### src/rtl/matmul_engine.sv
// matmul_engine: sequential C = A x B with one unsigned MAC per cycle.
// Walks operand rows by async read and writes each finished C row.
module matmul_engine #(
    parameter int DATA_WIDTH = 32,
    parameter int BUS_WIDTH  = 64,
    parameter int ADDR_WIDTH = 32
) (
    input  logic                  clk_i,
    input  logic                  rst_i,
    input  logic                  start_i,
    input  logic [$clog2(BUS_WIDTH/DATA_WIDTH):0] dim_n_i,
    input  logic [$clog2(BUS_WIDTH/DATA_WIDTH):0] dim_k_i,
    input  logic [$clog2(BUS_WIDTH/DATA_WIDTH):0] dim_m_i,
    output logic [ADDR_WIDTH-1:0] a_addr_o,
    input  logic [BUS_WIDTH-1:0]  a_data_i,
    output logic [ADDR_WIDTH-1:0] b_addr_o,
    input  logic [BUS_WIDTH-1:0]  b_data_i,
    output logic                  res_we_o,
    output logic [ADDR_WIDTH-1:0] res_addr_o,
    output logic [BUS_WIDTH-1:0]  res_data_o,
    output logic                  busy_o,
    output logic                  done_o,
    output logic                  err_o,
    output logic                  ovf_o
);

    localparam int MAX_DIM = BUS_WIDTH / DATA_WIDTH;
    localparam int DW_DIM  = $clog2(MAX_DIM) + 1;
    localparam int ACC_W   = 2 * DATA_WIDTH + DW_DIM;

    typedef enum logic [1:0] {
        S_IDLE,
        S_COMPUTE,
        S_WRITE,
        S_DONE
    } state_t;

    state_t state_q, state_d;

    logic [DW_DIM-1:0]    n_q, n_d;
    logic [DW_DIM-1:0]    kd_q, kd_d;
    logic [DW_DIM-1:0]    m_q, m_d;
    logic [DW_DIM-1:0]    i_q, i_d;
    logic [DW_DIM-1:0]    j_q, j_d;
    logic [DW_DIM-1:0]    k_q, k_d;
    logic [ACC_W-1:0]     acc_q, acc_d;
    logic [BUS_WIDTH-1:0] row_q, row_d;
    logic                 err_q, err_d;
    logic                 ovf_q, ovf_d;

    logic                  dims_ok;
    logic                  last_i;
    logic                  last_j;
    logic                  last_k;
    logic [DATA_WIDTH-1:0] a_elem;
    logic [DATA_WIDTH-1:0] b_elem;
    logic [ACC_W-1:0]      sum;

    // Decode legality of the requested dims and the loop-end conditions
    always_comb begin
        dims_ok = (dim_n_i != '0) && (dim_n_i <= DW_DIM'(MAX_DIM))
               && (dim_k_i != '0) && (dim_k_i <= DW_DIM'(MAX_DIM))
               && (dim_m_i != '0) && (dim_m_i <= DW_DIM'(MAX_DIM));
        last_i  = (i_q == n_q - DW_DIM'(1));
        last_j  = (j_q == m_q - DW_DIM'(1));
        last_k  = (k_q == kd_q - DW_DIM'(1));
    end

    // Pick A[i][k] and B[k][j] out of the current operand rows
    always_comb begin
        a_elem = '0;
        b_elem = '0;
        for (int e = 0; e < MAX_DIM; e++) begin
            if (k_q == DW_DIM'(e)) begin
                a_elem = a_data_i[e*DATA_WIDTH +: DATA_WIDTH];
            end
            if (j_q == DW_DIM'(e)) begin
                b_elem = b_data_i[e*DATA_WIDTH +: DATA_WIDTH];
            end
        end
        sum = acc_q + ACC_W'(a_elem) * ACC_W'(b_elem);
    end

    // State register
    always_ff @(posedge clk_i) begin
        if (rst_i) begin
            state_q <= S_IDLE;
        end else begin
            state_q <= state_d;
        end
    end

    // Next-state logic
    always_comb begin
        state_d = state_q;
        unique case (state_q)
            S_IDLE: begin
                if (start_i && dims_ok) begin
                    state_d = S_COMPUTE;
                end
            end
            S_COMPUTE: begin
                if (last_k && last_j) begin
                    state_d = S_WRITE;
                end
            end
            S_WRITE: begin
                state_d = last_i ? S_DONE : S_COMPUTE;
            end
            S_DONE: begin
                state_d = S_IDLE;
            end
            default: state_d = S_IDLE;
        endcase
    end

    // Counter, accumulator, row buffer and flag updates
    always_comb begin
        n_d   = n_q;
        kd_d  = kd_q;
        m_d   = m_q;
        i_d   = i_q;
        j_d   = j_q;
        k_d   = k_q;
        acc_d = acc_q;
        row_d = row_q;
        err_d = 1'b0;
        ovf_d = ovf_q;
        unique case (state_q)
            S_IDLE: begin
                if (start_i && dims_ok) begin
                    n_d   = dim_n_i;
                    kd_d  = dim_k_i;
                    m_d   = dim_m_i;
                    i_d   = '0;
                    j_d   = '0;
                    k_d   = '0;
                    acc_d = '0;
                    row_d = '0;
                    ovf_d = 1'b0;
                end else if (start_i) begin
                    err_d = 1'b1;
                end
            end
            S_COMPUTE: begin
                if (last_k) begin
                    for (int e = 0; e < MAX_DIM; e++) begin
                        if (j_q == DW_DIM'(e)) begin
                            row_d[e*DATA_WIDTH +: DATA_WIDTH] =
                                sum[DATA_WIDTH-1:0];
                        end
                    end
                    if (|sum[ACC_W-1:DATA_WIDTH]) begin
                        ovf_d = 1'b1;
                    end
                    acc_d = '0;
                    k_d   = '0;
                    if (!last_j) begin
                        j_d = j_q + DW_DIM'(1);
                    end
                end else begin
                    acc_d = sum;
                    k_d   = k_q + DW_DIM'(1);
                end
            end
            S_WRITE: begin
                row_d = '0;
                j_d   = '0;
                if (!last_i) begin
                    i_d = i_q + DW_DIM'(1);
                end
            end
            S_DONE: begin
            end
            default: begin
            end
        endcase
    end

    // Datapath registers
    always_ff @(posedge clk_i) begin
        if (rst_i) begin
            n_q   <= '0;
            kd_q  <= '0;
            m_q   <= '0;
            i_q   <= '0;
            j_q   <= '0;
            k_q   <= '0;
            acc_q <= '0;
            row_q <= '0;
            err_q <= 1'b0;
            ovf_q <= 1'b0;
        end else begin
            n_q   <= n_d;
            kd_q  <= kd_d;
            m_q   <= m_d;
            i_q   <= i_d;
            j_q   <= j_d;
            k_q   <= k_d;
            acc_q <= acc_d;
            row_q <= row_d;
            err_q <= err_d;
            ovf_q <= ovf_d;
        end
    end

    // Outputs decoded from state; addresses are quiet outside their phase
    always_comb begin
        a_addr_o   = '0;
        b_addr_o   = '0;
        res_we_o   = 1'b0;
        res_addr_o = '0;
        res_data_o = '0;
        if (state_q == S_COMPUTE) begin
            a_addr_o = ADDR_WIDTH'(i_q);
            b_addr_o = ADDR_WIDTH'(k_q);
        end
        if (state_q == S_WRITE) begin
            res_we_o   = 1'b1;
            res_addr_o = ADDR_WIDTH'(i_q);
            res_data_o = row_q;
        end
        busy_o = (state_q != S_IDLE);
        done_o = (state_q == S_DONE);
        err_o  = err_q;
        ovf_o  = ovf_q;
    end

endmodule

### config.mk
export PLATFORM = sky130hd
export DESIGN_NAME = matmul_engine
export DESIGN_NICKNAME = d
export VERILOG_FILES = /design/src/rtl/matmul_engine.sv
export SDC_FILE = /design/constraint.sdc
export NUM_CORES = 2
export LEC_CHECK = 0
export CAP_MARGIN = 0
export CORE_MARGIN = 2
export CORE_UTILIZATION = 30
export DETAILED_ROUTE_END_ITERATION = 7
export SKIP_LAST_GASP = 1
export SYNTH_ARGS = -nofsm -noshare
export SYNTH_HDL_FRONTEND = slang
export SYNTH_SLANG_ARGS = --single-unit
export TNS_END_PERCENT = 30
### constraint.sdc
create_clock -name clk_i -period 34.8 [get_ports clk_i]
set_input_delay 10.44 -clock clk_i [delete_from_list [all_inputs] [get_ports clk_i]]
set_output_delay 10.44 -clock clk_i [all_outputs]
set_load 0.02 [all_outputs]
---- Word level (Yosys, flattened, before mapping) ----
Cells that the tools add are included.
storage, ports and cells
  register bits ........................... 146
  output and inout port bits .............. 165
  bits of input ports ..................... 137
cells by class
  reduce and logical (&&, ||, !) cells .... 27
  $mul .................................... 1
  $lt $le $gt $ge ......................... 3
  eq/ne operators ......................... 16
  mux-type cells .......................... 34
  bitwise gates (word level) .............. 1
  $add $sub $neg .......................... 7
operators by type and width
  operator             count
  $mux 32              6
  $mux 64              3
  $pmux 64 s3          1
  $mux 66              2
  $pmux 66 s2          1
  $add 66x64->66       1
  $mul 32x32->64       1
  $reduce_or 34->1     1
  $mux 2               11
  $ne 2x2->1 const B   8
  $reduce_and 4->1     4
  $reduce_bool 2->1    6
  $pmux 2 s2           2
  $pmux 2 s4           1
  $logic_and 1x1->1    7
  $add 2x1->2 const B  3
  $eq 2x1->1 const B   3
  $eq 2x2->1           3
  $le 2x2->1 const B   3
  $logic_not 2->1      3
  $pmux 2 s3           1
  $reduce_and 2->1     3
  $sub 2x1->2 const B  3
  $mux 1               5
  other kinds (6)      7

---- Logic depth before layout (Yosys ltp) ----
  depth in word-level cells ............... 9
  gate-level depth with buffers ........... 37

---- Worst setup path before layout ----
Ideal clock, no wire load.
  path kind ............................... input to register
  from .................................... input port b_data_i[2]
  to ...................................... register ovf_q (netlist: ovf_o)
  data required time ...................... 34.679 ns
  setup time .............................. 0.121 ns
  data arrival time ....................... 18.414 ns
  path buffers ............................ 2
  path slack .............................. 16.265 ns
  stages on the path ...................... 30
  cell sequence ........................... nand2_1 > o21ai_1 > clkbuf_1 > nand2_1 > fa_1 > inv_1 > fa_1 > inv_1 > fa_1 > fa_1 > inv_1 > fa_1 > fa_1 > fa_1 > inv_1 > fa_1 > inv_1 > ha_1 > clkbuf_1 > nand4_1 > nor4_1 > o2111ai_1 > o211ai_1 > nor2_1 > o211ai_1 > xor2_1 > or4_1 > or4_1 > nor4_1 > nor2_1
between the ends
  word-level cells in the longest chain between the ends .. 7
ends and longest elaborated chain
  item                               line  text
  from (decl)                        17    input logic [BUS_WIDTH-1:0] b_data_i,
  $mux 32 (2 in series)              77    if (j_q == DW_DIM'(e)) begin
  $mul 32x32->64                     81    sum = acc_q + ACC_W'(a_elem) * ACC_W'(b_elem);
  $add 66x64->66                     81
  $reduce_or 34->1                   153   if (|sum[ACC_W-1:DATA_WIDTH]) begin
  $ne 2x2->1 (no source line)        n/a
  $reduce_and 4->1 (no source line)  n/a
  to (signal assigned)               203   ovf_q <= ovf_d;
  to (decl)                          49    logic ovf_q, ovf_d;
Every way passes these cells.
A chain may end at the register's enable or synchronous reset.

---- Final worst setup path ----
  from .................................... input port a_data_i[54]
  to ...................................... register ovf_q (netlist: ovf_o)
between the ends
  word-level cells in the longest chain between the ends .. 6
ends and longest elaborated chain
  item                               line  text
  from (decl)                        15    input logic [BUS_WIDTH-1:0] a_data_i,
  $mux 32                            74    if (k_q == DW_DIM'(e)) begin
  $mul 32x32->64                     81
  $add 66x64->66                     81
  $reduce_or 34->1                   153
  $ne 2x2->1 (no source line)        n/a
  $reduce_and 4->1 (no source line)  n/a
Every way passes these cells.

==> results by group <==
Outcome
  • Status: finished, final reports clean

Worst setup path
  • WS Path Type: input pin to register
  • R2R cell count: 29
  • Slowest CP cell: a22oi_2
  • Critical Path Fanout Max: 11
  • CP Data Required Time: 35.17 ns
  • Critical Path Max Stage Delay: 1.04 ns
  • R2R setup slack: 23.21 ns
  • Setup crit start: a_data_i[54]
  • CP Capture Point: ovf_o$_SDFFE_PP0P_
  • RR Startpoint: j_q[0]$_SDFFE_PP0P_
  • Setup crit end kind: register
  • Worst R2R End: ovf_o$_SDFFE_PP0P_
  • Critical path startpoint category: input pin
  • CP arrival: 20.20 ns
  • CP dominant cell by count: fa_1

Yosys
  • Post-synth top area cell: fa_1
  • Top-count cell post-synth: inv_1
  • Ys async rst share: 0
  • Top cell type's share of synthesized area: 0.4546
  • Syn avg cell area: 8.234 um^2
  • Ys flop type: dfxtp_1
  • Mux cell area share after synthesis: 0.001477
  • Top post-synthesis cells by count: inv_1 (1,102), fa_1 (962), nand2_1 (804)
  • Ys Warns: 0
  • Register bit total from synthesis: 146
  • Cell area after synthesis: 42,360 um^2
  • Sequential area share after synthesis: 0.06899
  • Number of cells produced by synthesis: 5,145
  • Compound-Gate Fraction of Synth Area: 0.08456
  • Post-Synth Simple-Gate Area: 0.1645
  • Largest cells by area after synthesis: fa_1 (45%), inv_1 (9.8%), ha_1 (7.6%)
  • Main combinational cell family by area after synthesis: adder cells
  • Post-synth EDFFs: 0
  • Post-Synth Adder-Cell Area: 0.5305
  • Cell variety after synth: 75
  • Xor and xnor area share after synthesis: 0.01116

Floorplan
  • Die Wd: 379.8 um
  • Initial core utilization: 0.3029
  • Die area: 144,200 um^2
  • Number of core rows: 137
  • Die Ht: 379.8 um
  • Core area: 139,900 um^2
  • I/O pin count: 302

Route
  • Vias per inst: 4.908
  • Initial DRC count: 3,283
  • First-pass DRT Iterations: 7
  • Routed WL per cell: 21.31 um
  • Routed vias: 34,840
  • Drt total wl: 151.3 mm
  • Post-DRT Antenna Nets: 0
  • Residual DRC count: 0

STA
  • Worst rel slew slack: 0.1314
  • Final Hold Viols: 0
  • RSZ-0062 raised after global routing: no
  • Clk_skew: 0.01195 ns
  • Worst-Margin Slew: 1.303 ns
  • Tcrit/Tclk final: 0.5699
  • Max Clock Freq: 50.42 MHz
  • Fin Setup TNS: 0 ns
  • WHS: 0.4515 ns
  • Tmin final: 19.83 ns
  • Setup Viol. Count Final: 0
  • Max-slew violation count: 0

Clocking
  • # hold bufs at CTS: 0
  • CTS Buf Count: 17
  • Worst-path clk slew: 0.07 ns
  • Post-cts resize count: 0
  • Number of setup buffers added after CTS: 0
  • CTS HTree Levels: 4
  • Clock Latency Late Sink: 0.48 ns
  • CTS root buf: clkbuf_16
  • CTS Sinks: 146
  • TritonCTS clock tree: built
  • Clk buf depth: 2

Cells and area
  • Final core occ: 0.3357
  • Area Growth Syn to Fin: 10.82%
  • Nets@finish: 6,565
  • Share of cells above drive strength 1: 0.03600
  • Final antenna diode count: 0

Min path
  • Worst hold path class: register to register

Placed design
  • Final Wtd Congestion: 0.9697
  • Port Buf Inserts: 211
  • HPWL after DPL: 125.2 mm

Job
  • Max_cap viols: 0

GRT
  • First-pass GRT wire length: 231.9 mm
  • Total GRT Usage: 0.2118
  • Initial antenna violation count: 3
  • Number of global-route vias before repair: 36,470
  • Largest net degree at the start of global routing: 92
  • Total gr overflow: 0
-- worst max-delay path, delay by kind of cell --
kind / cells / cell delay, ns
buffers and inverters: 7 / 0.80
and+or+nand+nor: 7 / 1.81
AOI/OAI and AO/OA: 6 / 2.59
adders and majority gates: 9 / 4.52
-- cells by family after synthesis --
| logic type | after synthesis |
|---|---|
| AO/OA/AOI/OAI | 550 |
| XOR/XNOR | 54 |
| adder cells (fa/ha/maj) | 1219 |
| buffers and inverters | 1465 |
| flip-flops | 146 |
| multiplexers | 6 |
| other | 1 |
| AND/OR/NAND/NOR | 1704 |
-- cell type report --
cell class,count,area (um^2)
multi-input combinational,3623,34030
clock buffer,17,425.4
sequential,146,2923
tap,1876,2347
inverter,1102,4136
clock inverter,15,168.9
timing repair buffer,319,2920
fill,14810,92930
-- how the worst min path moves through the flow --
stage | cells past startpoint | to | slack [ns] | from
floorplan | 2 | row_q[38]$_SDFFE_PP0P_ | 0.43 | row_q[38]$_SDFFE_PP0P_
global placement | 2 | row_q[13]$_SDFFE_PP0P_ | 0.44 | row_q[13]$_SDFFE_PP0P_
detailed placement | 2 | row_q[33]$_SDFFE_PP0P_ | 0.44 | row_q[33]$_SDFFE_PP0P_
CTS | 2 | row_q[19]$_SDFFE_PP0P_ | 0.45 | row_q[19]$_SDFFE_PP0P_
global route | 2 | row_q[33]$_SDFFE_PP0P_ | 0.47 | row_q[33]$_SDFFE_PP0P_
finish | 2 | row_q[30]$_SDFFE_PP0P_ | 0.45 | row_q[30]$_SDFFE_PP0P_
-- cell usage in the layout (no fill, tap or decap), types with 11 or more instances in the layout --
master / synthesis / layout
inv_1: 1102 / 1102
a22o_1: 28 / 27
o21a_1: 47 / 47
and3_1: 11 / 11
ha_1: 257 / 255
buf_4: 91 / 109
conb_1: 1 / 90
a22oi_1: 71 / 69
nand4_1: 28 / 28
a21o_1: 22 / 22
o21ai_0: 70 / 59
fa_1: 962 / 962
xor2_1: 19 / 19
o21ai_1: 33 / 32
a21oi_1: 170 / 168
o21ai_2: 0 / 12
nor2_1: 640 / 639
dfxtp_1: 146 / 146
o211ai_1: 11 / 11
nand2_1: 804 / 804
nor3_1: 30 / 30
clkbuf_16: 0 / 17
clkdlybuf4s50_1: 0 / 210
and2_1: 89 / 88
nand3_1: 54 / 54
o21bai_1: 18 / 18
xnor2_1: 35 / 35
-- state kept, by name (all words and copies together) (netlist names), 2 cells and up --
| register | flops |
|---|---|
| j_q | 2 |
| i_q | 2 |
| state_q | 2 |
| kd_q | 2 |
| k_q | 2 |
| n_q | 2 |
| row_q | 64 |
| acc_q | 66 |
| m_q | 2 |
-- metrics by stage --
| stage | setup WS (ns) | cell area [um^2] | std cells |
|---|---|---|---|
| finish | 14.97 | 46950 | 7098 |
| global placement | 14.68 | 46350 | 7066 |
| CTS | 15.16 | 46950 | 7098 |
| detailed placement | 14.68 | 46350 | 7066 |
| global route | 14.57 | 46950 | 7098 |
| floorplan | 16.27 | 42700 | 5234 |
-- routing by layer --
layer / vias to the layer above / part of all wire / wire (um) / GRT usage
met5: - / 0 / 0 / 0
met4: 0 / 0.023 / 3497 / 0.04777
met3: 210 / 0.11 / 16630 / 0.05375
met2: 1688 / 0.42 / 63460 / 0.3114
met1: 17650 / 0.45 / 67690 / 0.3104
li1: 15290 / - / - / -
Power is not shown: default switching activity piles up to over one toggle a cycle in this logic, so the estimate is an artifact.
